## src/rtl/dac_segment_encoder_if.sv

```systemverilog
// rtl/dac_segment_encoder_if.sv - sample code valid/ready stream into the DAC segment encoder
interface dac_segment_encoder_if;
  logic [10:0] sample_code;
  logic        sample_valid;
  logic        sample_ready;

  modport master (output sample_code, output sample_valid, input sample_ready);
  modport slave  (input sample_code, input sample_valid, output sample_ready);
endinterface

```

## src/rtl/dac_segment_encoder.sv

```systemverilog
// rtl/dac_segment_encoder.sv - power/cal sequencer and 2-stage thermometer+binary split for the segmented DAC
module dac_segment_encoder #(
  parameter int PWRUP_CYCLES      = 64,
  parameter int CAL_SETTLE_CYCLES = 32,
  parameter int THERM_UNITS       = 17
) (
  input  logic                   clk,
  input  logic                   rst_n,
  input  logic                   enable,
  input  logic [4:0]             cal_code,
  input  logic                   red_ena,
  dac_segment_encoder_if.slave   smp,
  output logic                   pdb,
  output logic [6:0]             datain,
  output logic [6:0]             datainb,
  output logic [THERM_UNITS-1:0] datatherm,
  output logic [THERM_UNITS-1:0] datathermb,
  output logic [4:0]             dataical,
  output logic                   running,
  output logic                   ovf
);

  localparam int          CW       = $clog2(PWRUP_CYCLES + CAL_SETTLE_CYCLES + 2);
  localparam logic [10:0] MAX_CODE = 11'd1151;

  typedef enum logic [2:0] {OFF, BIAS_WAIT, CAL_LOAD, RUN, DRAIN} state_t;

  state_t                 state, state_nxt;
  logic [CW-1:0]          cnt, cnt_nxt;
  logic                   accept, flush;
  logic [10:0]            clamped;
  logic [4:0]             m1;
  logic [5:0]             l1;
  logic [THERM_UNITS-1:0] therm_nxt;
  logic [6:0]             din_nxt;

  // BIAS_WAIT spends one extra cycle while pdb is registered high, then PWRUP_CYCLES more
  always_comb begin
    state_nxt = state;
    cnt_nxt   = cnt + 1'b1;
    case (state)
      OFF: begin
        cnt_nxt = '0;
        if (enable) state_nxt = BIAS_WAIT;
      end
      BIAS_WAIT: begin
        if (!enable)                            state_nxt = DRAIN;
        else if (cnt == CW'(PWRUP_CYCLES))      state_nxt = CAL_LOAD;
      end
      CAL_LOAD: begin
        if (!enable)                            state_nxt = DRAIN;
        else if (cnt == CW'(CAL_SETTLE_CYCLES - 1)) state_nxt = RUN;
      end
      RUN: begin
        cnt_nxt = '0;
        if (!enable) state_nxt = DRAIN;
      end
      DRAIN: begin
        if (cnt == CW'(1)) state_nxt = OFF;
      end
      default: state_nxt = OFF;
    endcase
    if (state_nxt != state) cnt_nxt = '0;
  end

  always_ff @(posedge clk or negedge rst_n) begin
    if (!rst_n) begin
      state    <= OFF;
      cnt      <= '0;
      pdb      <= 1'b0;
      running  <= 1'b0;
      dataical <= '0;
    end else begin
      state    <= state_nxt;
      cnt      <= cnt_nxt;
      pdb      <= (state != OFF) && (state_nxt != OFF);
      running  <= (state_nxt == RUN);
      if (state == BIAS_WAIT && state_nxt == CAL_LOAD) dataical <= cal_code;
    end
  end

  assign smp.sample_ready = (state == RUN) && enable;
  assign accept           = smp.sample_valid && smp.sample_ready;
  assign flush            = (state != RUN) || !enable;
  assign clamped          = (smp.sample_code > MAX_CODE) ? MAX_CODE : smp.sample_code;

  // Stage 1: clamp and split; idle cycles in RUN hold the last code rather than inserting zero
  always_ff @(posedge clk or negedge rst_n) begin
    if (!rst_n) begin
      m1  <= '0;
      l1  <= '0;
      ovf <= 1'b0;
    end else if (accept) begin
      m1 <= clamped[10:6];
      l1 <= clamped[5:0];
      if (smp.sample_code > MAX_CODE) ovf <= 1'b1;
    end else if (flush) begin
      m1 <= '0;
      l1 <= '0;
    end
  end

  always_comb begin
    therm_nxt = '0;
    for (int i = 0; i < THERM_UNITS; i++) therm_nxt[i] = (i < int'(m1));
    din_nxt = {red_ena, l1};
  end

  // Stage 2: true and complement taken from their own flops so both switch on the same edge
  always_ff @(posedge clk or negedge rst_n) begin
    if (!rst_n) begin
      datatherm  <= '0;
      datathermb <= '1;
      datain     <= '0;
      datainb    <= '1;
    end else begin
      datatherm  <= therm_nxt;
      datathermb <= ~therm_nxt;
      datain     <= din_nxt;
      datainb    <= ~din_nxt;
    end
  end

endmodule

```

## src/flat_wrapper.sv

```systemverilog
// flat-port wrapper written by rule: the top's interface ports become plain ports
module dac_segment_encoder_flat 
#(
  parameter int PWRUP_CYCLES      = 64,
  parameter int CAL_SETTLE_CYCLES = 32,
  parameter int THERM_UNITS       = 17
)
  (clk, rst_n, enable, cal_code, red_ena, pdb, datain, datainb, datatherm, datathermb, dataical, running, ovf, smp_sample_code, smp_sample_valid, smp_sample_ready);
  dac_segment_encoder_if smp_i ();
  input  logic clk;
  input  logic rst_n;
  input  logic enable;
  input  logic [4:0] cal_code;
  input  logic red_ena;
  output logic pdb;
  output logic [6:0] datain;
  output logic [6:0] datainb;
  output logic [THERM_UNITS-1:0] datatherm;
  output logic [THERM_UNITS-1:0] datathermb;
  output logic [4:0] dataical;
  output logic running;
  output logic ovf;
  input wire logic [$bits(smp_i.sample_code)-1:0] smp_sample_code;
  input wire logic [$bits(smp_i.sample_valid)-1:0] smp_sample_valid;
  output wire logic [$bits(smp_i.sample_ready)-1:0] smp_sample_ready;
  assign smp_i.sample_code = smp_sample_code;
  assign smp_i.sample_valid = smp_sample_valid;
  assign smp_sample_ready = smp_i.sample_ready;
  dac_segment_encoder #(.PWRUP_CYCLES(PWRUP_CYCLES), .CAL_SETTLE_CYCLES(CAL_SETTLE_CYCLES), .THERM_UNITS(THERM_UNITS)) u_core (.clk(clk), .rst_n(rst_n), .enable(enable), .cal_code(cal_code), .red_ena(red_ena), .smp(smp_i), .pdb(pdb), .datain(datain), .datainb(datainb), .datatherm(datatherm), .datathermb(datathermb), .dataical(dataical), .running(running), .ovf(ovf));
endmodule
```

## config.mk

```make
export PLATFORM = sky130hd
export DESIGN_NAME = dac_segment_encoder_flat
export DESIGN_NICKNAME = d
export VERILOG_FILES = /design/src/rtl/dac_segment_encoder_if.sv /design/src/rtl/dac_segment_encoder.sv /design/src/flat_wrapper.sv
export SDC_FILE = /design/constraint.sdc
export NUM_CORES = 1
export LEC_CHECK = 0
export ABC_AREA = 0
export BUFFER_PORTS_ARGS = -buffer_cell sky130_fd_sc_hd__buf_2
export CORE_MARGIN = 2
export CORE_UTILIZATION = 33
export CTS_CLUSTER_DIAMETER = 50
export DETAILED_ROUTE_END_ITERATION = 8
export HOLD_SLACK_MARGIN = 0.02
export PLACE_DENSITY = 0.56
export SLEW_MARGIN = 0
export SYNTH_ARGS = -nofsm -noshare
export SYNTH_HDL_FRONTEND = slang
export SYNTH_SLANG_ARGS = --single-unit
```

## constraint.sdc

```tcl
create_clock -name clk -period 2.1 [get_ports clk]
set_input_delay 0.42 -clock clk [delete_from_list [all_inputs] [get_ports clk]]
set_output_delay 0.42 -clock clk [all_outputs]
set_load 0.01 [all_outputs]
```

==> metrics.cfg <==
[logic_synthesis]
synth-edff-count = 0
synth_ff_type = dfrtp_1
synth_cells = 224
synth_top_cell_by_area = dfrtp_1
async_flop_share_pct = 100
synthTopCellsByArea = dfrtp_1 (47%), dfstp_2 (22%), inv_1 (4.0%)
yosysSeqAreaShare_pct = 69.2
ys_types = 41
synth_warnings = 0
synth_most_common_cell = dfrtp_1
netlist.area_leader.share_pct = 46.9
syn_nets = 248
syn_area_um2 = 2830
ys_ff_latch = 77
synth_common_cells = dfrtp_1 (53), inv_1 (30), dfstp_2 (24), nor2_1 (21)
syn_area_per_cell_um2 = 12.6

[global_routing]
grt_max_degree = 48
grtUsageTotal_pct = 13.1
grt_pass1_vias = 1847
antenna_found_initial = 0
overflow = 0
grt_pass1_wl_um = 9030

[detailed_routing]
vias = 1808
finalWirelength_um = 5440
postRouteAntennaNets = 0
avgViaCountPerCell = 4.35
drt-initial-drc-count = 44
post_drt_wl_per_cell_um = 13.1
drtPass1Iterations = 4
post-route-drc-count = 0

[timing]
grt_setup_unrepaired = false
hold_ws_ns = 0.0775
relSlewSlack_pct = 62.4
period_needed_ns = 1.83
setup_viol = 0
finalHoldViolCount = 0
clock_skew_ns = 0.0117
setup-tns-final_ns = 0
max_freq_mhz = 547
fin_crit_sh_pct = 87.1
drv_slew = 0
setup_slack_ns = 0.270
worst_slew_pin_slew_ns = 0.565

[layout]
fillers = 798
stdcell_area_um2 = 3520
multi_input_area_um2 = 714
nets = 330
area_growth_pct = 24.4
drive_gt1_share_pct = 42.4
layout.area.seq_um2 = 1960
antenna_cells = 0
final_util_pct = 42.6

[power]
sw_frac_of_total_pct = 25.3
p_comb_share_pct = 8.8
power_density_nw_per_um2 = 825
intPower_mw = 2.17
p_seq_share_pct = 54.2
clock_power_share_pct = 37.0
peakVddDrop_uv = 296
netSwitchingPower_uw = 736
leakagePower_nw = 1.80

[worst_setup_path]
reg2reg_depth = 4
endpoint_kind = output port
path_cells = nor2b_1 > nand3_1 > inv_1 > buf_2
critPathMaxStageDelay_ns = 0.47
cp.arrival_ns = 1.41
critical_path_required_ns = 1.68
crit_type = reg2out
worstPathMaxFanout = 7
cp_top_family = flip-flops
r2r_start = u_core.cnt[3]$_DFF_PN0_
cp_slowest_cell = dfrtp_1
critical_path_buf_inv_count = 2
rrSetupSlack_ns = 0.27
start_kind = flip-flop
worst_r2r_endpoint = u_core.cnt[6]$_DFF_PN0_

[outcome]
status = complete, no violations

[clock_tree]
clock_sinks = 77
h-tree-depth = 3
cts-buffers-inserted = 9
cts.clk_slew.worst_paths_ns = 0.08
cts_tree = yes
clk_latency_ns = 0.34
ctsHoldBuffers = 0
cts_resized = 0
clk_path_buf_depth = 2
cts_root_buffer = clkbuf_8
post-cts-setup-buffers = 0

[placement]
place_ws_ns = 0.287
hpwl_um = 3800
gp_congestion = 0.756
io_buffer_count = 77
placed_area_um2 = 3330

[die]
rows = 33
dieArea_um2 = 9320
dieWidth_um = 96.5
initial_core_util_pct = 34.2
die_h_um = 96.5
io_pins = 78
core_um2 = 8260

[run]
cap_violations = 0

[hold_path]
hold_path_class = in2async

## how the worst max path moves through the flow
stage,start,end,cells past startpoint
global placement,u_core.cnt[3]$_DFF_PN0_,u_core.cnt[1]$_DFF_PN0_,4
detailed placement,u_core.cnt[3]$_DFF_PN0_,u_core.cnt[6]$_DFF_PN0_,4
CTS,u_core.state[2]$_DFF_PN0_,smp_sample_ready,4
finish,u_core.state[2]$_DFF_PN0_,smp_sample_ready,4
floorplan,u_core.cnt[3]$_DFF_PN0_,u_core.cnt[1]$_DFF_PN0_,4
global route,u_core.state[2]$_DFF_PN0_,smp_sample_ready,4
## cell families after synthesis
logic type,count (synthesis),share of synthesized area [%]
AO/OA/AOI/OAI,30,7.84
buffers and inverters,39,5.49
flip-flops,77,69.2
AND/OR/NAND/NOR,64,12.2
adder cells (fa/ha/maj),3,1.33
XOR/XNOR,5,1.55
multiplexers,6,2.35
## routing by layer
| layer | GRT usage, % | routed length, um |
|---|---|---|
| met3 | 4.42 | 409 |
| met1 | 17.2 | 2550 |
| met2 | 19.6 | 2400 |
| met5 | 0 | 0 |
| met4 | 5.99 | 84 |
## metrics by stage
step / total power [mW] / std cells
final: 2.90 / 416
after CTS: 2.96 / 416
after global placement: 1.86 / 400
after floorplan: 1.75 / 224
after detailed placement: 1.86 / 400
after global routing: 3.07 / 416
## registers in the layout (all words and copies together), names as in the netlist
name               count
u_core.pdb             1
u_core.dataical        5
u_core.datatherm      17
u_core.datain          7
u_core.datathermb     17
u_core.cnt             7
u_core.ovf             1
u_core.state           3
u_core.datainb         7
u_core.running         1
u_core.m1              5
u_core.l1              6
## final cells by class
class                   count  share of cell area, %
flip-flops and latches     77                   55.6
well taps                 105                   3.74
clock buffers              10                   3.63
clock inverters             6                   1.81
inverters                  30                   3.20
multi-input cells         108                   20.3
repair buffers             80                   11.7
## power groups by stage
stage	Combinational, mW	Sequential [mW]	Clock (mW)
after floorplan	0.166	1.58	0
after global placement	0.258	1.60	0
after detailed placement	0.258	1.60	0
after CTS	0.261	1.57	1.12
after global routing	0.302	1.58	1.19
final	0.256	1.57	1.07
## layout by cell type, fill, tap and decap left out, types with 7 or more instances in the layout
master	synthesis	routed
a211oi_1	8	8
a21oi_1	8	8
buf_2	0	76
clkbuf_8	0	9
dfrtp_1	53	53
dfstp_2	24	24
inv_1	30	30
nand2_1	7	7
nor2_1	21	21
nor3_1	8	8
Power figures use the tool's default switching activity.
